File: src/rtl/bmem_arb_pkg.sv
// Shared types and constants for the banked-memory arbiter.
// Holds the FSM/client enums, the default geometry and the line-offset helper.
package bmem_arb_pkg;

    localparam int unsigned BEAT_W_DEF    = 64;
    localparam int unsigned BURST_LEN_DEF = 4;
    localparam int unsigned LINE_W_DEF    = BEAT_W_DEF * BURST_LEN_DEF;
    // Byte-offset bits inside a 32-byte cache line
    localparam int unsigned LINE_OFF_BITS = 5;

    typedef enum logic {
        IDLE     = 1'b0,
        WR_BURST = 1'b1
    } arb_state_e;

    typedef enum logic {
        CLIENT_I = 1'b0,
        CLIENT_D = 1'b1
    } client_e;

    // Strip the in-line byte offset from an address
    function automatic logic [31:0] line_addr(input logic [31:0] addr);
        return {addr[31:LINE_OFF_BITS], {LINE_OFF_BITS{1'b0}}};
    endfunction

endpackage

File: src/rtl/bmem_line_assembler.sv
// Per-client read tracker: remembers one outstanding line address, gathers the
// returning beats into a full line and pulses resp_o after the final beat.
module bmem_line_assembler
    import bmem_arb_pkg::*;
#(
    parameter  int unsigned BEAT_W    = BEAT_W_DEF,
    parameter  int unsigned BURST_LEN = BURST_LEN_DEF,
    localparam int unsigned LINE_W    = BEAT_W * BURST_LEN
) (
    input  logic              clk,
    input  logic              rst_n,
    input  logic              issue_i,
    input  logic [31:0]       issue_addr_i,
    input  logic [31:0]       bmem_raddr_i,
    input  logic [BEAT_W-1:0] bmem_rdata_i,
    input  logic              bmem_rvalid_i,
    output logic              busy_o,
    output logic [31:0]       addr_o,
    output logic [LINE_W-1:0] line_o,
    output logic              resp_o
);

    localparam int unsigned CNT_W = (BURST_LEN > 1) ? $clog2(BURST_LEN) : 1;

    logic              vld_q,  vld_d;
    logic [31:0]       addr_q, addr_d;
    logic [CNT_W-1:0]  cnt_q,  cnt_d;
    logic [LINE_W-1:0] line_q, line_d;
    logic              resp_q, resp_d;
    logic              beat_hit;

    assign beat_hit = vld_q && bmem_rvalid_i && (bmem_raddr_i == addr_q);

    // Next-state: open an entry on issue, store matching beats, close on the last one
    always_comb begin
        vld_d  = vld_q;
        addr_d = addr_q;
        cnt_d  = cnt_q;
        line_d = line_q;
        resp_d = 1'b0;
        if (issue_i) begin
            vld_d  = 1'b1;
            addr_d = issue_addr_i;
            cnt_d  = '0;
        end else if (beat_hit) begin
            line_d[cnt_q*BEAT_W +: BEAT_W] = bmem_rdata_i;
            if (cnt_q == CNT_W'(BURST_LEN - 1)) begin
                vld_d  = 1'b0;
                cnt_d  = '0;
                resp_d = 1'b1;
            end else begin
                cnt_d = cnt_q + 1'b1;
            end
        end
    end

    // Entry, beat counter and line registers
    always_ff @(posedge clk or negedge rst_n) begin
        if (!rst_n) begin
            vld_q  <= 1'b0;
            addr_q <= '0;
            cnt_q  <= '0;
            line_q <= '0;
            resp_q <= 1'b0;
        end else begin
            vld_q  <= vld_d;
            addr_q <= addr_d;
            cnt_q  <= cnt_d;
            line_q <= line_d;
            resp_q <= resp_d;
        end
    end

    assign busy_o = vld_q;
    assign addr_o = addr_q;
    assign line_o = line_q;
    assign resp_o = resp_q;

endmodule

File: src/rtl/bmem_arbiter.sv
// Shares one banked-memory port between an I-cache and a D-cache client.
// Reads issue in a single IDLE cycle and may overlap across clients; D-side
// writes stream BURST_LEN beats in WR_BURST. Optional perf counters are
// compiled in with BMEM_ARB_PERF_EN.
module bmem_arbiter
    import bmem_arb_pkg::*;
#(
    parameter  int unsigned BEAT_W    = BEAT_W_DEF,
    parameter  int unsigned BURST_LEN = BURST_LEN_DEF,
    localparam int unsigned LINE_W    = BEAT_W * BURST_LEN
) (
    input  logic              clk,
    input  logic              rst_n,
    input  logic [31:0]       i_addr,
    input  logic              i_read,
    output logic [LINE_W-1:0] i_rdata,
    output logic              i_resp,
    input  logic [31:0]       d_addr,
    input  logic              d_read,
    input  logic              d_write,
    input  logic [LINE_W-1:0] d_wdata,
    output logic [LINE_W-1:0] d_rdata,
    output logic              d_resp,
    output logic [31:0]       bmem_addr,
    output logic              bmem_read,
    output logic              bmem_write,
    output logic [BEAT_W-1:0] bmem_wdata,
    input  logic              bmem_ready,
    input  logic [31:0]       bmem_raddr,
    input  logic [BEAT_W-1:0] bmem_rdata,
    input  logic              bmem_rvalid
`ifdef BMEM_ARB_PERF_EN
   ,output logic [31:0]       perf_i_grants,
    output logic [31:0]       perf_d_grants,
    output logic [31:0]       perf_conflict_cycles
`endif
);

    localparam int unsigned CNT_W = (BURST_LEN > 1) ? $clog2(BURST_LEN) : 1;

    arb_state_e       state_q, state_d;
    client_e          last_q, last_d;
    logic [CNT_W-1:0] wr_beat_q, wr_beat_d;
    logic             d_wr_resp_q, d_wr_resp_d;

    logic              i_busy, d_busy;
    logic [31:0]       i_out_addr, d_out_addr;
    logic [LINE_W-1:0] i_line, d_line;
    logic              i_rd_resp, d_rd_resp;

    logic i_pend, d_pend, i_ok, d_rd_ok, d_wr_ok, d_ok;
    logic grant_i, grant_d_rd, grant_d_wr;

    assign d_resp  = d_rd_resp | d_wr_resp_q;
    assign i_resp  = i_rd_resp;
    assign i_rdata = i_line;
    assign d_rdata = d_line;

    // A request is new work only if not already in flight or being answered;
    // the resp cycle still sees it held high, so it is masked there.
    assign i_pend  = rst_n && i_read && !i_busy && !i_rd_resp;
    assign d_pend  = rst_n && (d_read || d_write) && !d_busy && !d_resp
                     && (state_q == IDLE);
    assign i_ok    = i_pend && (state_q == IDLE) && bmem_ready
                     && !(d_busy && (d_out_addr == line_addr(i_addr)));
    assign d_rd_ok = d_pend && d_read && bmem_ready
                     && !(i_busy && (i_out_addr == line_addr(d_addr)));
    assign d_wr_ok = d_pend && d_write && !i_busy;
    assign d_ok    = d_rd_ok || d_wr_ok;

    // Arbitration, write-burst sequencing and memory-port drive
    always_comb begin
        state_d     = state_q;
        last_d      = last_q;
        wr_beat_d   = wr_beat_q;
        d_wr_resp_d = 1'b0;
        grant_i     = 1'b0;
        grant_d_rd  = 1'b0;
        grant_d_wr  = 1'b0;
        bmem_read   = 1'b0;
        bmem_write  = 1'b0;
        bmem_addr   = '0;
        bmem_wdata  = '0;
        case (state_q)
            IDLE: begin
                if (i_ok && (!d_ok || last_q == CLIENT_D)) begin
                    grant_i   = 1'b1;
                    bmem_read = 1'b1;
                    bmem_addr = line_addr(i_addr);
                    last_d    = CLIENT_I;
                end else if (d_rd_ok) begin
                    grant_d_rd = 1'b1;
                    bmem_read  = 1'b1;
                    bmem_addr  = line_addr(d_addr);
                    last_d     = CLIENT_D;
                end else if (d_wr_ok) begin
                    grant_d_wr = 1'b1;
                    state_d    = WR_BURST;
                    wr_beat_d  = '0;
                    last_d     = CLIENT_D;
                end
            end
            WR_BURST: begin
                bmem_write = 1'b1;
                bmem_addr  = line_addr(d_addr);
                bmem_wdata = d_wdata[wr_beat_q*BEAT_W +: BEAT_W];
                if (bmem_ready) begin
                    if (wr_beat_q == CNT_W'(BURST_LEN - 1)) begin
                        state_d     = IDLE;
                        wr_beat_d   = '0;
                        d_wr_resp_d = 1'b1;
                    end else begin
                        wr_beat_d = wr_beat_q + 1'b1;
                    end
                end
            end
            default: state_d = IDLE;
        endcase
    end

    // FSM state, round-robin history and write-side registers
    always_ff @(posedge clk or negedge rst_n) begin
        if (!rst_n) begin
            state_q     <= IDLE;
            last_q      <= CLIENT_I;
            wr_beat_q   <= '0;
            d_wr_resp_q <= 1'b0;
        end else begin
            state_q     <= state_d;
            last_q      <= last_d;
            wr_beat_q   <= wr_beat_d;
            d_wr_resp_q <= d_wr_resp_d;
        end
    end

    bmem_line_assembler #(
        .BEAT_W   (BEAT_W),
        .BURST_LEN(BURST_LEN)
    ) u_i_asm (
        .clk          (clk),
        .rst_n        (rst_n),
        .issue_i      (grant_i),
        .issue_addr_i (line_addr(i_addr)),
        .bmem_raddr_i (bmem_raddr),
        .bmem_rdata_i (bmem_rdata),
        .bmem_rvalid_i(bmem_rvalid),
        .busy_o       (i_busy),
        .addr_o       (i_out_addr),
        .line_o       (i_line),
        .resp_o       (i_rd_resp)
    );

    bmem_line_assembler #(
        .BEAT_W   (BEAT_W),
        .BURST_LEN(BURST_LEN)
    ) u_d_asm (
        .clk          (clk),
        .rst_n        (rst_n),
        .issue_i      (grant_d_rd),
        .issue_addr_i (line_addr(d_addr)),
        .bmem_raddr_i (bmem_raddr),
        .bmem_rdata_i (bmem_rdata),
        .bmem_rvalid_i(bmem_rvalid),
        .busy_o       (d_busy),
        .addr_o       (d_out_addr),
        .line_o       (d_line),
        .resp_o       (d_rd_resp)
    );

`ifdef BMEM_ARB_PERF_EN
    logic [31:0] perf_i_q, perf_d_q, perf_conf_q;
    logic        blocked;

    assign blocked = (i_pend && !grant_i) || (d_pend && !(grant_d_rd || grant_d_wr));

    // Saturating grant and blocked-request counters
    always_ff @(posedge clk or negedge rst_n) begin
        if (!rst_n) begin
            perf_i_q    <= '0;
            perf_d_q    <= '0;
            perf_conf_q <= '0;
        end else begin
            if (grant_i && perf_i_q != '1)
                perf_i_q <= perf_i_q + 32'd1;
            if ((grant_d_rd || grant_d_wr) && perf_d_q != '1)
                perf_d_q <= perf_d_q + 32'd1;
            if (blocked && perf_conf_q != '1)
                perf_conf_q <= perf_conf_q + 32'd1;
        end
    end

    assign perf_i_grants        = perf_i_q;
    assign perf_d_grants        = perf_d_q;
    assign perf_conflict_cycles = perf_conf_q;
`endif

endmodule

File: config.mk
export PLATFORM = sky130hd
export DESIGN_NAME = bmem_arbiter
export DESIGN_NICKNAME = d
export VERILOG_FILES = /design/src/rtl/bmem_arb_pkg.sv /design/src/rtl/bmem_line_assembler.sv /design/src/rtl/bmem_arbiter.sv
export SDC_FILE = /design/constraint.sdc
export NUM_CORES = 1
export LEC_CHECK = 0
export CORE_AREA = 3 3 399 401
export DETAILED_ROUTE_END_ITERATION = 8
export DIE_AREA = 0 0 402 404
export GPL_TIMING_DRIVEN = 1
export SYNTH_ARGS = -nofsm -noshare
export SYNTH_HDL_FRONTEND = slang
export SYNTH_SLANG_ARGS = --single-unit
File: constraint.sdc
create_clock -name clk -period 3.6 [get_ports clk]
set_clock_uncertainty 0.15 [all_clocks]
set_input_delay 0.54 -clock clk [delete_from_list [all_inputs] [get_ports clk]]
set_output_delay 0.54 -clock clk [all_outputs]
set_load 0.01 [all_outputs]
==> flow_summary.json, run 1 <==
{
  "grt_max_degree": 161,
  "wl_met3_um": 11200,
  "wl_met1_um": 59600,
  "rsz0062_at_grt": "true",
  "synthDistinctLibCells": 46,
  "top_layer": "met5",
  "path_cells": "or4b_4 > or4b_4 > a21oi_4 > o21ai_4 > and2_4 > buf_6 > a22o_1 > buf_2",
  "grt_use_total_pct": 16.9,
  "ant_nets": 0,
  "finalMaxSlewViolations": 0,
  "cts-root-buf": "clkbuf_16",
  "stdcell_area_um2": 42200,
  "critPathMaxStageDelay_ns": 0.57,
  "syn-instance-count": 2824,
  "muxShareOfSynthArea_pct": 8.05,
  "die_h_um": 404,
  "violations": "setup timing",
  "layout_commonest_cell": "nand2_1",
  "setup_viol": 28,
  "syn_area_um2": 26500,
  "first_pass_iters": 5,
  "ys_seq_elements": 579,
  "crit_slowest_cell": "or4b_4",
  "layout-drive-gt1-share_pct": 11.3,
  "clkTransAtPathRegs_ns": 0.06,
  "grt_pass1_wl_um": 196000,
  "required_ns": 2.91,
  "wl_um": 142000,
  "core_area_um2": 156000,
  "syn_area_per_cell_um2": 9.40,
  "synth_enable_flop_cells": 0,
  "routed-wl-met2_um": 66700,
  "hp-class": "in2async",
  "synthArstFlopShare_pct": 100,
  "io_pins": 1035,
  "finalHoldViolations": 0,
  "mostFrequentLayoutCells": "1,027 x nand2_1, 990 x clkdlybuf4s50_1, 576 x dfrtp_1",
  "area_delta_synth_final_pct": 59.1,
  "fin_crit_ns": 3.84,
  "clk_latency_ns": 0.67,
  "seq_area_frac_synth_pct": 54.6,
  "cts_buffer_depth": 3,
  "endpoint_kind": "output port",
  "yosysWarnings": 0,
  "drv_cap": 0,
  "rows": 145,
  "period_share_pct": 107,
  "cp.arrival_ns": 3.15,
  "synth-simple-area-share_pct": 18.0,
  "p_leak_uw": 0.0167,
  "tns_ns": -5.28,
  "worstSetupStartpointType": "register",
  "synth_xor_area_share_pct": 3.56,
  "worstMarginPinSlew_ns": 0.981,
  "routabilityCongestion": 0.931,
  "worst-setup-path-type": "reg2out",
  "portBuffers": 1019,
  "p_per_area_nw_per_um2": 500,
  "run_status": "finished, violations left",
  "htree_num_levels": 3,
  "setup_ws_ns": -0.237,
  "cp_common_cell": "or4b_4",
  "die_w_um": 402,
  "dp.final_hpwl_um": 107000,
  "cts_buffers": 71,
  "overflow": 0,
  "synth_flop_cell": "dfrtp_1",
  "synth_compound_area_share_pct": 11.1,
  "tritoncts": "built",
  "cp_top_family": "simple AND/OR/NAND/NOR gates",
  "cp_num_buf_inv": 2,
  "grt_pass1_vias": 24645,
  "initial_core_util_pct": 17.0,
  "nets": 4245,
  "nFillCells": 16485,
  "ir_drop_v": 0.000491,
  "slew_headroom_pct": 34.6,
  "routed_via_density": 4.12,
  "synth_top_family_by_area": "simple AND/OR/NAND/NOR gates",
  "startpoint": "d_wr_resp_q",
  "via_count": 24489,
  "power.total_uw": 21100,
  "reg2reg_from": "state_q",
  "drc": 0,
  "antenna_found_initial": 28,
  "clock_sinks": 579,
  "drt_first_iter_violations": 1842,
  "critical_path.max_fanout": 7,
  "fmax_mhz": 261,
  "placed_area_um2": 39700,
  "die-area_um2": 162000,
  "synthAdderAreaFrac_pct": 0.613,
  "wl_per_cell_um": 23.9
}
per-stage QoR:
stage,util [%],setup WS (ns),hold slack (ns),instances
after detailed placement,25.5,-0.474,0.319,5783
after global placement,25.5,-0.462,0.311,5783
after CTS,27.0,-0.301,0.0872,5916
after global routing,27.0,-0.356,0.0730,5926
final,27.1,-0.237,0.0649,5937
after floorplan,-,0.522,0.0944,2828
worst min-delay path: cells and delay by family:
family,cells,cell delay (ns)
buffers and inverters,3,0.68
timing repair:
item	CTS	global route
setup buffers	4	4
hold buffers	1	0
hold endpoints to repair	30	0
gates resized for setup	134	4
gates cloned	2	0
endpoints found under the setup margin	77	36
pin swaps	5	3
Yosys cell counts (2+ instances only):
master | n | area, µm²
nand2_1 | 1029 | 3860
dfrtp_1 | 579 | 14500
o21ai_0 | 514 | 2570
clkbuf_1 | 178 | 668
xnor2_1 | 96 | 841
buf_1 | 71 | 267
and2_1 | 65 | 407
mux4_2 | 64 | 1440
nand4_1 | 34 | 213
mux2_2 | 31 | 349
a22o_1 | 28 | 245
mux2_4 | 23 | 345
ha_1 | 13 | 163
xor2_1 | 12 | 105
inv_1 | 8 | 30.0
nor2_1 | 8 | 30.0
nor4_1 | 7 | 43.8
buf_2 | 6 | 30.0
nor3_1 | 6 | 30.0
a21oi_1 | 5 | 25.0
buf_4 | 5 | 37.5
nand3_1 | 5 | 25.0
and3_1 | 4 | 25.0
nor3b_1 | 4 | 30.0
a211oi_1 | 2 | 15.0
a21oi_2 | 2 | 17.5
buf_6 | 2 | 22.5
buf_8 | 2 | 30.0
nand3b_1 | 2 | 15.0
nor4bb_1 | 2 | 20.0
o211ai_1 | 2 | 15.0
power breakdown:
part | total, µW | leakage (µW) | switching (µW) | internal (µW)
Combinational | 6330 | 0.00759 | 3140 | 3190
Clock | 7310 | 0.00114 | 3100 | 4200
Sequential | 7470 | 0.00798 | 621 | 6850
sequential cells by signal (all words and copies together), names as in the netlist:
name / cells
u_d_asm.addr_o: 27
state_q: 1
wr_beat_q: 2
u_d_asm.line_o: 256
u_d_asm.cnt_q: 2
u_i_asm.line_o: 256
u_d_asm.busy_o: 1
u_i_asm.addr_o: 27
u_i_asm.resp_o: 1
d_wr_resp_q: 1
last_q: 1
u_i_asm.cnt_q: 2
u_i_asm.busy_o: 1
u_d_asm.resp_o: 1
final cells by class:
| type | instances | area (µm²) | area share [%] |
|---|---|---|---|
| sequential | 579 | 14500 | 34.3 |
| timing repair buffer | 1171 | 11600 | 27.5 |
| multi-input combinational | 1978 | 11100 | 26.3 |
| tap | 2058 | 2570 | 6.10 |
| clock buffer | 99 | 1980 | 4.69 |
| clock inverter | 27 | 362 | 0.856 |
| antenna | 17 | 42.5 | 0.101 |
| inverter | 8 | 30.0 | 0.0711 |
final timing paths:
kind	end	slack [ns]	cells past startpoint
max	bmem_addr[22]	-0.24	8
min	u_d_asm.line_o[171]	0.06	3
max reg2reg	u_i_asm.addr_o[7]	0.42	8
min reg2reg	u_i_asm.line_o[165]	0.33	2
max in group asynchronous	u_d_asm.line_o[201]	1.66	4
min in group clk	u_i_asm.line_o[165]	0.33	2
metal layers:
metal,up-vias,global-route usage [%]
met1,11943,21.6
met3,212,4.64
met5,-,0
met4,12,5.35
met2,1036,27.7
li1,11286,-
logic make-up (layout without fill, tap and decap cells):
group | after synthesis | in the layout
adder cells (fa/ha/maj) | 13 | 13
flip-flops | 579 | 579
AO/OA/AOI/OAI | 559 | 559
XOR/XNOR | 108 | 108
other | 1 | 22
multiplexers | 118 | 118
buffers and inverters | 272 | 1305
AND/OR/NAND/NOR | 1174 | 1175
Power figures use the tool's default switching activity.
==> inputs of run 2 (changes only) <==
==> constraint.sdc (replaced) <==
create_clock -name clk -period 3.6 [get_ports clk]
set_clock_uncertainty 0.15 [all_clocks]
set_input_delay 0.54 -clock clk [delete_from_list [all_inputs] [get_ports clk]]
set_output_delay 0.54 -clock clk [all_outputs]
set_load 0.05 [all_outputs]
==> run 2 against run 1 <==
Compared with the run above: the run still ends with setup timing left; design area is 0.33% higher; routed wire length is 2.0% lower; non-clock buffer count fell by 24; maximum frequency up 1.9%; sequential share of layout area decreased by 0.12 points; sequential cell count is the same; combinational power increased by 21%; highest routed layer unchanged.
==> flow_summary.json, run 2 (same netlist as run 1, synthesis figures left out) <==
{
  "critical_path.max_fanout": 8,
  "layout_commonest_cell": "nand2_1",
  "path_cells": "or4b_4 > or4b_4 > a21oi_2 > o21ai_2 > and2_4 > clkbuf_16 > a22o_1 > buf_12",
  "overflow": 0,
  "violations": "setup timing",
  "p_per_area_nw_per_um2": 525,
  "dp.final_hpwl_um": 105000,
  "p_leak_uw": 0.0170,
  "worst-setup-path-type": "reg2out",
  "power.total_uw": 22200,
  "finalMaxSlewViolations": 0,
  "grt_pass1_wl_um": 192000,
  "wl_um": 139000,
  "nets": 4221,
  "reg2reg_from": "u_i_asm.addr_o[31]",
  "hp-class": "in2async",
  "period_share_pct": 105,
  "crit_slowest_cell": "or4b_4",
  "clock_sinks": 579,
  "initial_core_util_pct": 17.0,
  "routed_via_density": 4.13,
  "antenna_found_initial": 28,
  "fin_crit_ns": 3.77,
  "ir_drop_v": 0.000364,
  "clkTransAtPathRegs_ns": 0.07,
  "area_delta_synth_final_pct": 59.6,
  "htree_num_levels": 3,
  "instances_no_fill": 5912,
  "critPathMaxStageDelay_ns": 0.55,
  "clk_latency_ns": 0.66,
  "portBuffers": 1019,
  "startpoint": "d_wr_resp_q",
  "dpl.cell_count": 5762,
  "core_area_um2": 156000,
  "cp_common_cell": "or4b_4",
  "die_h_um": 404,
  "finalHoldViolations": 0,
  "die-area_um2": 162000,
  "cts_buffers": 72,
  "wl_per_cell_um": 23.5,
  "drt_first_iter_violations": 1942,
  "rsz0062_at_grt": "true",
  "run_status": "finished, violations left",
  "cts_buffer_depth": 3,
  "first_pass_iters": 5,
  "drc": 0,
  "drv_cap": 0,
  "ant_nets": 0,
  "tritoncts": "built",
  "setup_viol": 27,
  "grt_max_degree": 153,
  "required_ns": 2.91,
  "grt_use_total_pct": 16.5,
  "fmax_mhz": 266,
  "mostFrequentLayoutCells": "1,027 x nand2_1, 929 x clkdlybuf4s50_1, 576 x dfrtp_1",
  "tns_ns": -3.75,
  "die_w_um": 402,
  "routabilityCongestion": 0.945,
  "grt_pass1_vias": 24400,
  "worstMarginPinSlew_ns": 1.15,
  "endpoint_kind": "output port",
  "via_count": 24390,
  "hold_slack_ns": 0.0102,
  "io_pins": 1035,
  "rows": 145,
  "worstSetupStartpointType": "register",
  "layout-drive-gt1-share_pct": 10.9,
  "reg2reg_slack_ns": 0.44,
  "cp.arrival_ns": 3.08,
  "cts-root-buf": "clkbuf_16",
  "setup_ws_ns": -0.166,
  "slew_headroom_pct": 23.1
}
-- run 2: layout make-up --
cell class,instances,area (µm²)
Antenna cell,18,45.0
Clock buffer,101,2050
Clock inverter,24,249
Fill cell,16488,114000
Inverter,8,30.0
Multi-Input combinational cell,1977,11100
Sequential cell,579,14500
Tap cell,2058,2570
Timing Repair Buffer,1147,11800
-- run 2: routing by layer --
metal  part of all wire, %  up-vias  global-route usage [%]
li1                      -    11237                       -
met5                 0.019        -                       0
met3                   6.7      233                    4.06
met2                    46      941                    26.5
met4                   3.7        4                    6.23
met1                    43    11975                    21.4
-- run 2: repair_timing --
action	4_1_cts	5_1_grt
gates cloned	0	2
hold buffers	1	0
buffers inserted	4	2
endpoints found under the setup margin	83	32
pin swaps	4	3
gates resized for setup	71	10
endpoints found under the hold margin	21	0
-- run 2: final timing paths --
path,depth (start not counted),end
worst max-delay path,8,bmem_addr[22]
worst min-delay path,3,u_i_asm.line_o[135]
worst max register to register,8,u_i_asm.addr_o[6]
worst min register to register,2,u_d_asm.line_o[138]
max in group asynchronous,3,u_i_asm.addr_o[17]
min in group clk,2,u_d_asm.line_o[138]
-- run 2: power by group --
group	internal, µW	switching, µW	total [µW]
Combinational	3190	4480	7670
Clock	4150	3050	7200
Sequential	6850	513	7370
-- run 2: per-stage QoR --
| step | setup WS (ns) | area, µm² | utilization [%] |
|---|---|---|---|
| 2_1_floorplan | 0.131 | 26600 | - |
| 3_3_place_gp | -0.242 | 39900 | 25.5 |
| 3_5_place_dp | -0.222 | 39900 | 25.5 |
| 4_1_cts | -0.256 | 42200 | 27.1 |
| 5_1_grt | -0.265 | 42300 | 27.1 |
| 6_report | -0.166 | 42400 | 27.1 |
-- run 2: critical path, delay by kind of cell (launching register included) --
kind / cells / cell delay (ns)
and+or+nand+nor: 3 / 1.30
AOI/OAI and AO/OA: 3 / 0.44
DFF: 1 / 0.37
buffers and inverters: 2 / 0.33
